$ cat src/rtl/ro_tile_pkg.sv
// Shared types and constants for the ring-oscillator tile measurement path.
package ro_tile_pkg;

   typedef enum logic [1:0] {
      ST_IDLE   = 2'd0,
      ST_SETTLE = 2'd1,
      ST_COUNT  = 2'd2,
      ST_DONE   = 2'd3
   } state_e;

   localparam int SETTLE_CYCLES = 2;
   localparam int CNT_W_DEF     = 10;
   localparam int WIN_W_DEF     = 12;

endpackage

$ cat src/rtl/ro_edge_sync.sv
// Two-flop synchronizer for an asynchronous input followed by a rising-edge
// detector; edge_o is a one-cycle pulse per synchronized rising edge.
module ro_edge_sync (
   input  logic clk,
   input  logic rst_n,
   input  logic async_i,
   output logic edge_o
);

   logic meta_q, meta_d;
   logic sync_q, sync_d;
   logic dly_q,  dly_d;

   always_comb begin
      meta_d = async_i;
      sync_d = meta_q;
      dly_d  = sync_q;
   end

   always_ff @(posedge clk or negedge rst_n) begin
      if (!rst_n) begin
         meta_q <= 1'b0;
         sync_q <= 1'b0;
         dly_q  <= 1'b0;
      end else begin
         meta_q <= meta_d;
         sync_q <= sync_d;
         dly_q  <= dly_d;
      end
   end

   assign edge_o = sync_q & ~dly_q;

endmodule

$ cat src/rtl/ro_meas_ctrl.sv
// Gated edge-count measurement controller: settles the synchronizer, counts
// ring-oscillator edges over a programmable window, then latches the result.
module ro_meas_ctrl
   import ro_tile_pkg::*;
#(
   parameter int CNT_W = CNT_W_DEF,
   parameter int WIN_W = WIN_W_DEF
) (
   input  logic             clk,
   input  logic             rst_n,
   input  logic             start,
   input  logic             abort,
   input  logic [WIN_W-1:0] win_len,
   input  logic             ro_in,
   input  logic             byte_sel,
   output logic             busy,
   output logic             done,
   output logic             overflow,
   output logic [CNT_W-1:0] result,
   output logic [7:0]       res_byte
);

   localparam logic [CNT_W-1:0] CNT_MAX = '1;

   state_e           state_q, state_d;
   logic [1:0]       settle_q, settle_d;
   logic [WIN_W-1:0] win_q, win_d;
   logic [CNT_W-1:0] cnt_q, cnt_d;
   logic             sat_q, sat_d;
   logic [CNT_W-1:0] result_q, result_d;
   logic             ovf_q, ovf_d;
   logic             done_q, done_d;
   logic             busy_q, busy_d;
   logic             ro_edge;

   ro_edge_sync u_sync (
      .clk    (clk),
      .rst_n  (rst_n),
      .async_i(ro_in),
      .edge_o (ro_edge)
   );

   always_comb begin
      state_d  = state_q;
      settle_d = settle_q;
      win_d    = win_q;
      cnt_d    = cnt_q;
      sat_d    = sat_q;
      result_d = result_q;
      ovf_d    = ovf_q;
      done_d   = 1'b0;
      unique case (state_q)
         ST_IDLE: begin
            if (start && (win_len != '0)) begin
               win_d    = win_len;
               cnt_d    = '0;
               sat_d    = 1'b0;
               settle_d = 2'(SETTLE_CYCLES - 1);
               state_d  = ST_SETTLE;
            end
         end
         ST_SETTLE: begin
            if (abort) begin
               state_d = ST_IDLE;
            end else if (settle_q == 2'd0) begin
               state_d = ST_COUNT;
            end else begin
               settle_d = settle_q - 2'd1;
            end
         end
         ST_COUNT: begin
            if (abort) begin
               state_d = ST_IDLE;
            end else begin
               if (ro_edge) begin
                  if (cnt_q == CNT_MAX) sat_d = 1'b1;
                  else                  cnt_d = cnt_q + 1'b1;
               end
               // Result is registered on entry to DONE so it is valid with done.
               if (win_q == WIN_W'(1)) begin
                  state_d  = ST_DONE;
                  done_d   = 1'b1;
                  result_d = cnt_d;
                  ovf_d    = sat_d;
               end else begin
                  win_d = win_q - 1'b1;
               end
            end
         end
         ST_DONE: state_d = ST_IDLE;
         default: state_d = ST_IDLE;
      endcase
      busy_d = (state_d != ST_IDLE);
   end

   always_ff @(posedge clk or negedge rst_n) begin
      if (!rst_n) begin
         state_q  <= ST_IDLE;
         settle_q <= '0;
         win_q    <= '0;
         cnt_q    <= '0;
         sat_q    <= 1'b0;
         result_q <= '0;
         ovf_q    <= 1'b0;
         done_q   <= 1'b0;
         busy_q   <= 1'b0;
      end else begin
         state_q  <= state_d;
         settle_q <= settle_d;
         win_q    <= win_d;
         cnt_q    <= cnt_d;
         sat_q    <= sat_d;
         result_q <= result_d;
         ovf_q    <= ovf_d;
         done_q   <= done_d;
         busy_q   <= busy_d;
      end
   end

   assign busy     = busy_q;
   assign done     = done_q;
   assign overflow = ovf_q;
   assign result   = result_q;
   assign res_byte = byte_sel ? 8'(result_q >> 8) : result_q[7:0];

endmodule
$ cat config.mk
export PLATFORM = sky130hd
export DESIGN_NAME = ro_meas_ctrl
export DESIGN_NICKNAME = d
export VERILOG_FILES = /design/src/rtl/ro_tile_pkg.sv /design/src/rtl/ro_edge_sync.sv /design/src/rtl/ro_meas_ctrl.sv
export SDC_FILE = /design/constraint.sdc
export NUM_CORES = 1
export LEC_CHECK = 0
export ABC_AREA = 0
export CORE_ASPECT_RATIO = 0.75
export CORE_MARGIN = 2
export CORE_UTILIZATION = 53
export CTS_CLUSTER_DIAMETER = 30
export DETAILED_ROUTE_END_ITERATION = 12
export GPL_ROUTABILITY_DRIVEN = 0
export HOLD_SLACK_MARGIN = 0.05
export PLACE_DENSITY = 0.79
export SKIP_CTS_REPAIR_TIMING = 1
export SYNTH_ARGS = -nofsm -noshare
export SYNTH_HDL_FRONTEND = slang
export SYNTH_SLANG_ARGS = --single-unit
$ cat constraint.sdc
create_clock -name clk -period 2.4 [get_ports clk]
set_input_delay 0.48 -clock clk [delete_from_list [all_inputs] [get_ports clk]]
set_output_delay 0.48 -clock clk [all_outputs]
set_load 0.01 [all_outputs]
Yosys cells after proc, flatten, opt, wreduce, memory -nomap -nowiden

Index checks and enable logic that the tools add are counted.

Add/subtract/negate cells: 3
Equal/unequal tests: 10
Muxes and demuxes: 28
Bitwise gates (word level): 3
Reduce and logical (&&, ||, !) cells: 11

Operators with widths:

| cell                                                                 | count |
|---|---|
| 10-bit 2-to-1 mux                                                    | 4 |
| 12-bit 2-to-1 mux                                                    | 3 |
| 12-bit one-hot mux with 2 select lines                               | 1 |
| 10-bit one-hot mux with 2 select lines                               | 1 |
| 2-bit 2-to-1 mux                                                     | 8 |
| 12-bit by 1-bit == test with 1-bit output, second input constant     | 1 |
| 12-bit nonzero test                                                  | 1 |
| 12-bit by 1-bit subtractor with 12-bit output, second input constant | 1 |
| 10-bit by 1-bit adder with 10-bit output, second input constant      | 1 |
| 10-bit == test, second input constant                                | 1 |
| 2-bit != test, second input constant                                 | 5 |
| 8-bit 2-to-1 mux                                                     | 1 |
| 2-bit one-hot mux with 4 select lines                                | 1 |
| 4-bit AND reduction                                                  | 2 |
| 1-bit 2-to-1 mux                                                     | 7 |
| 3-bit AND reduction                                                  | 2 |
| 2-bit nonzero test                                                   | 3 |
| 2-bit == test, second input constant                                 | 2 |
| 2-bit zero test                                                      | 2 |
| 2-bit one-hot mux with 2 select lines                                | 1 |
| 2-bit by 1-bit == test with 1-bit output, second input constant      | 1 |
| 1-bit inverter                                                       | 2 |
| 1-bit one-hot mux with 2 select lines                                | 1 |
| 2-bit by 1-bit subtractor with 2-bit output, second input constant   | 1 |
| other kinds (2)                                                      | 2 |

Flip-flop bits (word level): 43
Output and inout port bits: 21
Word-level logic and storage cells: 67

Logic depth before layout (Yosys ltp)

Gate-level depths: netlist of run 1.

Depth in word-level cells: 5
Mapped depth: 8

Cells and area by module

From an unflattened synthesis of run 1, not the netlist that was laid out.

Cell total of the unflattened synthesis: 264
Area total of the unflattened synthesis: 2,436.1 µm²

Modules (own cells, without submodules):

| module       | instances | cells an instance | area an instance (µm²) | sequential area each (µm²) |
|---|---|---|---|---|
| ro_meas_ctrl | 1         | 260               | 2,347.3                | 1,001.0 |
| ro_edge_sync | 1         | 4                 | 88.8                   | 75.1 |

Worst setup path before layout of run 1

Ideal clock, no wire load.

Path kind: register to register
From: reg win_q[0]
To: reg win_q[10]
Arrival time: 1.715 ns
Required time: 2.323 ns
Setup slack: 0.607 ns
Stages on the path, launching flop included: 8
Buffers on the path: 0
Clock period less this slack: 1.793 ns
Path through: dfrtp_1 inv_1 ha_1 or4b_4 or3_1 nand2_1 a31oi_1 a21oi_1

Cells in the longest elaborated chain, start to end: 4
Elaborated cells on any way between the ends: 7
Classes of those cells: 1 x add/sub; 2 x eq/ne; 3 x mux; 1 x reduce/logical

Ends and longest elaborated chain:

| element                                       | line                | source |
|---|---|---|
| from (decl)                                   | ro_meas_ctrl.sv:27  | `logic [WIN_W-1:0] win_q, win_d;` |
| from (signal assigned)                        | ro_meas_ctrl.sv:110 | `win_q <= win_d;` |
| 12-bit by 1-bit subtractor with 12-bit output | ro_meas_ctrl.sv:86  | `win_d = win_q - 1'b1;` |
| 12-bit 2-to-1 mux                             | ro_meas_ctrl.sv:80  | `if (win_q == WIN_W'(1)) begin` |
| 12-bit 2-to-1 mux                             | ro_meas_ctrl.sv:72  | `if (abort) begin` |
| 12-bit one-hot mux with 2 select lines        | ro_meas_ctrl.sv:52  | `unique case (state_q)` |

Several ways; a longest one is shown, not always the timed one. The select of a mux whose other input is x is not followed.
A chain may end at the register's enable or synchronous reset.

Worst setup path in the final report of run 1

From: in byte_sel
To: out res_byte[0]

Cells in the longest elaborated chain, start to end: 1

Ends and longest elaborated chain:

| element          | line                | source |
|---|---|---|
| from (decl)      | ro_meas_ctrl.sv:15  | `input logic byte_sel,` |
| 8-bit 2-to-1 mux | ro_meas_ctrl.sv:124 | `assign res_byte = byte_sel ? 8'(result_q >> 8) : result_q[7:0];` |
| to (decl)        | ro_meas_ctrl.sv:20  | `output logic [7:0] res_byte` |

Every way passes these cells.

==> impl_metrics.py, run 1 <==
metrics = {
    "floorplan": {
        "rows": 21,
        "dieArea_um2": 5100,
        "io-pin-count": 39,
        "die_x_um": 81.8,
        "fp.dieH_um": 62.4,
        "start_util_pct": 54.5,
        "core_area_um2": 4410,
    },
    "status": {
        "outcome": "finished, final reports clean",
    },
    "pwr": {
        "power_density_nw_per_um2": 769,
        "ir_drop_uv": 547,
        "switchingPower_mw": 0.810,
        "sequentialPowerShare_pct": 44.7,
        "p_leak_nw": 1.20,
        "p_clk_share_pct": 24.5,
        "finalPower_mw": 2.29,
        "switching_share_pct": 35.3,
        "combPwrFrac_pct": 30.8,
        "intPower_mw": 1.48,
    },
    "drt": {
        "routedWlPerCell_um": 15.0,
        "drtPass1Iterations": 5,
        "drtIter0Drc": 221,
        "wl_um": 5670,
        "vias": 2178,
        "drtAntennaViolNets": 0,
        "vias_per_cell": 5.76,
        "drc": 0,
    },
    "synth": {
        "synthFlopType": "dfrtp_1",
        "seq_area_frac_synth_pct": 44.7,
        "ys_ff_latch": 43,
        "syn_inst": 279,
        "synth.net_count": 301,
        "async_flop_share_pct": 100,
        "synthDistinctLibCells": 47,
        "yosys_warnings": 0,
        "synth.cell_area_um2": 2410,
        "syn_area_per_cell_um2": 8.63,
        "synth-edff-count": 0,
    },
    "placement": {
        "dp_slack_ps": 91.8,
        "dpl.cell_count": 370,
        "hpwl_um": 4220,
        "port_buffers": 38,
    },
    "global_route": {
        "grtUsageTotal_pct": 24.6,
        "grt-ovfl-total": 0,
        "grt_pass1_wl_um": 9690,
        "grt_antenna_before_repair": 0,
        "grt_start_max_net_pins": 44,
        "first_global_vias": 2027,
    },
    "clocking": {
        "cts.path.max_buffers": 2,
        "cts_num_sinks": 43,
        "cts_tree": "done",
        "cts.clk_slew.worst_paths_ps": 70,
        "numCtsBuffers": 5,
        "insertion_delay_ps": 300,
        "cts-root-buf": "clkbuf_8",
        "htree_levels": 2,
    },
    "worst_setup_path": {
        "crit_arrival_ps": 1830,
        "startpoint_type": "primary input",
        "crit_path_max_fanout": 3,
        "ff2ff_setup_slack_ps": 380,
        "rr_startpoint": "win_q[0]$_DFFE_PN0P_",
        "critPathKind": "primary input to output pin",
        "startpoint": "byte_sel",
        "worst-r2r-cell-count": 7,
        "worstSetupEndpointType": "output pin",
        "worst-endpoint-required_ps": 1920,
        "r2r-end": "win_q[10]$_DFFE_PN0P_",
    },
    "cells_and_area": {
        "final_common_cell": "dfrtp_1",
        "final_cell_mix": "dfrtp_1, clkdlybuf4s50_1, nand2_1, a21oi_1",
        "fin_cells": 378,
        "drive_above_1_share_pct": 9.03,
        "nets": 342,
        "syn2layout_area_growth_pct": 23.9,
        "insertedDiodeCount": 0,
    },
    "worst_hold_path": {
        "hold_path.class": "primary input to asynchronous set/reset pin",
    },
    "sta": {
        "tightest_slew_ps": 676,
        "setup_viol": 0,
        "relSlewSlack_pct": 54.9,
        "period_share_pct": 96.1,
        "maxSlewViolCount": 0,
        "fin_skew_ps": 10.3,
        "max_freq_mhz": 434,
        "fin_tns_setup_ps": 0,
        "hold_violations": 0,
        "rsz0062_at_grt": "false",
        "setup_slack_ps": 93.7,
        "min_period_ps": 2310,
    },
    "flow_run": {
        "maxCapViolCount": 0,
    },
}
==> state kept, by name, indices dropped and copies added, names as in the netlist <==
| signal | cells |
|---|---|
| done | 1 |
| overflow | 1 |
| win_q | 12 |
| state_q | 2 |
| sat_q | 1 |
| u_sync.meta_q | 1 |
| u_sync.dly_q | 1 |
| u_sync.dly_d | 1 |
| cnt_q | 10 |
| busy | 1 |
| result | 10 |
| settle_q | 2 |
==> cell usage after synthesis (2+ instances only) <==
cell       n  area (um2)
dfrtp_1   43        1080
nand2_1   34         128
a21oi_1   23         115
nor2_1    22        82.6
o21ai_1   22         110
o21ai_0   19        95.1
a31oi_1    9        56.3
inv_1      9        33.8
nor3_1     9        45.0
nand3_1    8        40.0
nor2b_1    8        50.1
clkbuf_1   7        26.3
nor4_1     5        31.3
buf_2      4        20.0
ha_1       4        50.1
nand2b_1   4        25.0
o22ai_1    4        25.0
and2_1     3        18.8
mux2i_1    3        30.0
nand4_1    3        18.8
nor3b_1    3        22.5
xor2_1     3        26.3
and4_1     2        17.5
buf_4      2        15.0
mux2_2     2        22.5
nand4b_1   2        17.5
xnor2_1    2        17.5
==> cells by family (layout without fill, tap and decap cells) <==
logic type,after synthesis,count (layout),synth area share [%]
fa+ha+maj,4,4,2.08
compound gates,85,85,20.0
xor+xnor,5,5,1.82
buf+inv,24,66,4.57
flops,43,43,44.7
mux,5,5,2.18
simple gates,113,113,24.7
==> worst max-delay path, cell delays in order <==
cell	delay, ps
clkdlybuf4s50_1	520
mux2_2	340
clkdlybuf4s50_1	480
==> power by group through the flow <==
stage	Clock (mW)	Sequential (mW)	Combinational, mW
after global routing	0.607	1.05	0.794
after detailed placement	0	1.03	0.698
final	0.562	1.02	0.707
after global placement	0	1.03	0.680
after floorplan	0	0.997	0.467
after CTS	0.574	1.02	0.704
==> cell type report <==
type,count,area (um2)
clock inverter,3,43.8
sequential,43,1080
clock buffer,5,68.8
inverter,10,37.5
multi-input combinational,212,1220
tap,57,71.3
fill,366,1430
timing repair buffer,48,463
==> routing by layer <==
layer	vias up	wire [um]	GRT usage, %	share of wire (%)
met3	9	321	4.80	5.7
li1	1077	-	-	-
met1	1009	2830	38.6	50
met5	-	0	0	0
met4	0	73	7.29	1.3
met2	83	2440	34.2	43
==> per-stage QoR <==
step	hold WS [ps]	cell area, um2	util (%)
after floorplan	184	2410	-
after global placement	331	2870	65.0
after detailed placement	336	2870	65.0
after CTS	258	2980	67.5
after global routing	289	2980	67.5
final	239	2980	67.5
==> worst max path at each step <==
stage / to / slack (ps) / cells after the start
2_1_floorplan: win_q[10]$_DFFE_PN0P_ / 610 / 7
3_3_place_gp: res_byte[1] / 100 / 3
3_5_place_dp: res_byte[0] / 90 / 3
4_1_cts: res_byte[0] / 90 / 3
5_1_grt: res_byte[7] / 50 / 4
6_report: res_byte[0] / 90 / 3
Note: power is estimated with default switching activity, not from simulation.
==> run 2, diff against run 1 <==
--- a/config.mk
+++ b/config.mk
@@ -9,12 +9,14 @@
 export CORE_ASPECT_RATIO = 0.75
 export CORE_MARGIN = 2
 export CORE_UTILIZATION = 53
+export CTS_BUF_LIST = sky130_fd_sc_hd__clkbuf_8
 export CTS_CLUSTER_DIAMETER = 30
 export DETAILED_ROUTE_END_ITERATION = 12
 export GPL_ROUTABILITY_DRIVEN = 0
 export HOLD_SLACK_MARGIN = 0.05
 export PLACE_DENSITY = 0.79
 export SKIP_CTS_REPAIR_TIMING = 1
+export SKIP_LAST_GASP = 1
 export SYNTH_ARGS = -nofsm -noshare
 export SYNTH_HDL_FRONTEND = slang
 export SYNTH_SLANG_ARGS = --single-unit
==> results of run 2 <==
No change in the layout: final DEF, timing and power equal those of run 1.
==> run 3, diff against run 2 <==
--- a/config.mk
+++ b/config.mk
@@ -13,6 +13,7 @@
 export CTS_CLUSTER_DIAMETER = 30
 export DETAILED_ROUTE_END_ITERATION = 12
 export GPL_ROUTABILITY_DRIVEN = 0
+export GPL_TIMING_DRIVEN = 0
 export HOLD_SLACK_MARGIN = 0.05
 export PLACE_DENSITY = 0.79
 export SKIP_CTS_REPAIR_TIMING = 1
==> impl_metrics.py, run 3 (synthesis gave the netlist of run 1 again) <==
metrics = {
    "status": {
        "outcome": "finished, final reports clean",
    },
    "global_route": {
        "grt_start_max_net_pins": 41,
        "grt_util_met3_pct": 4.80,
        "first_global_vias": 1867,
        "grt_use_met2_pct": 34.0,
        "grt_antenna_before_repair": 0,
        "busiest_layer": "met1",
        "grt_use_met1_pct": 41.1,
        "grt-ovfl-total": 0,
        "grtUsageTotal_pct": 25.1,
        "grt_pass1_wl_um": 9650,
    },
    "cells_and_area": {
        "multi_input_area_um2": 1220,
        "fin_cells": 384,
        "syn2layout_area_growth_pct": 24.2,
        "seq_area_um2": 1080,
        "top_register": "win_q",
        "largest_reg_flops": 12,
        "drive_above_1_share_pct": 8.26,
        "final_common_cell": "dfrtp_1",
        "insertedDiodeCount": 0,
        "final_cell_mix": "dfrtp_1, clkdlybuf4s50_1, nand2_1, a21oi_1",
        "fillers": 370,
        "nets": 348,
    },
    "sta": {
        "rsz0062_at_grt": "false",
        "tightest_slew_ps": 764,
        "hold_violations": 0,
        "relSlewSlack_pct": 48.7,
        "min_period_ps": 2150,
        "setup_viol": 0,
        "fin_skew_ps": 7.69,
        "max_freq_mhz": 465,
        "maxSlewViolCount": 0,
        "fin_tns_setup_ps": 0,
        "period_share_pct": 89.7,
    },
    "drt": {
        "wl_um": 6010,
        "drc": 0,
        "vias": 2248,
        "drtPass1Iterations": 5,
        "drtAntennaViolNets": 0,
        "drtIter0Drc": 246,
        "vias_per_cell": 5.85,
        "routedWlPerCell_um": 15.7,
    },
    "pwr": {
        "intPower_mw": 1.41,
        "p_leak_nw": 1.20,
        "p_clk_share_pct": 23.0,
        "sequentialPowerShare_pct": 46.4,
        "ir_drop_uv": 607,
        "switchingPower_mw": 0.812,
        "combPwrFrac_pct": 30.6,
        "finalPower_mw": 2.22,
        "switching_share_pct": 36.6,
        "power_density_nw_per_um2": 742,
    },
    "clocking": {
        "insertion_delay_ps": 300,
        "cts_tree": "done",
        "cts-root-buf": "clkbuf_8",
        "htree_levels": 2,
        "cts.path.max_buffers": 2,
        "numCtsBuffers": 5,
        "cts.clk_slew.worst_paths_ps": 80,
        "cts_num_sinks": 43,
    },
    "placement": {
        "port_buffers": 38,
        "hpwl_um": 4550,
        "dpl.cell_count": 375,
    },
    "worst_setup_path": {
        "crit_path_max_fanout": 9,
        "worst-endpoint-required_ps": 2620,
        "crit_arrival_ps": 2380,
        "worstSetupEndpointType": "flop",
        "worst-r2r-cell-count": 5,
        "critPathKind": "primary input to flop",
        "startpoint_type": "primary input",
    },
    "floorplan": {
        "dieArea_um2": 5100,
        "fp.dieH_um": 62.4,
        "start_util_pct": 54.5,
        "io-pin-count": 39,
        "rows": 21,
        "die_x_um": 81.8,
        "core_area_um2": 4410,
    },
    "worst_hold_path": {
        "whs_path_depth": 0,
        "hold_path.class": "flop to flop",
    },
    "flow_run": {
        "maxCapViolCount": 0,
    },
}
==> run 3: through the flow <==
stage	setup WS (ps)	hold slack, ps	cell area, um2	util [%]
global placement	-288	334	2860	64.8
CTS	-43.7	-21.1	2980	67.5
floorplan	607	184	2410	-
global route	118	361	2990	67.7
detailed placement	-36.8	304	2870	65.1
finish	247	355	2990	67.7
==> run 3: layout make-up <==
| class | count | area share [%] |
|---|---|---|
| multi-input combinational | 212 | 40.8 |
| inverter | 10 | 1.26 |
| tap | 57 | 2.38 |
| timing repair buffer | 40 | 13.6 |
| buffer | 14 | 2.43 |
| clock buffer | 7 | 3.22 |
| clock inverter | 1 | 0.251 |
| sequential | 43 | 36.0 |
==> run 3: critical path: stages <==
cell             delay, ps
clkdlybuf4s50_1        470
nor3b_1                380
inv_1                  190
o21ai_4                320
and2_1                 170
buf_2                  180
mux2i_1                200
==> run 3: final timing paths <==
kind	end	slack, ps	startpoint
worst min register to register	u_sync.dly_d$_DFF_PN0_	350	u_sync.meta_q$_DFF_PN0_
worst max register to register	result[7]$_DFFE_PN0P_	400	cnt_q[2]$_DFFE_PN0P_
worst min-delay path	u_sync.dly_d$_DFF_PN0_	350	u_sync.meta_q$_DFF_PN0_
min in group asynchronous	win_q[4]$_DFFE_PN0P_	520	rst_n
worst max-delay path	win_q[1]$_DFFE_PN0P_	250	start
max in group asynchronous	win_q[5]$_DFFE_PN0P_	1470	rst_n
==> run 3: power groups by stage <==
stage	combinational, mW	clock (mW)	sequential [mW]
after CTS	0.669	0.518	1.02
after floorplan	0.467	0	0.997
after detailed placement	0.668	0	1.03
after global routing	0.762	0.554	1.05
final	0.679	0.511	1.03
after global placement	0.643	0	1.03
==> run 3: routing by layer <==
metal | part of all wire (%) | vias up
li1 | - | 1092
met1 | 51 | 1054
met2 | 42 | 91
met3 | 6.1 | 11
met4 | 1.0 | 0
met5 | 0 | -
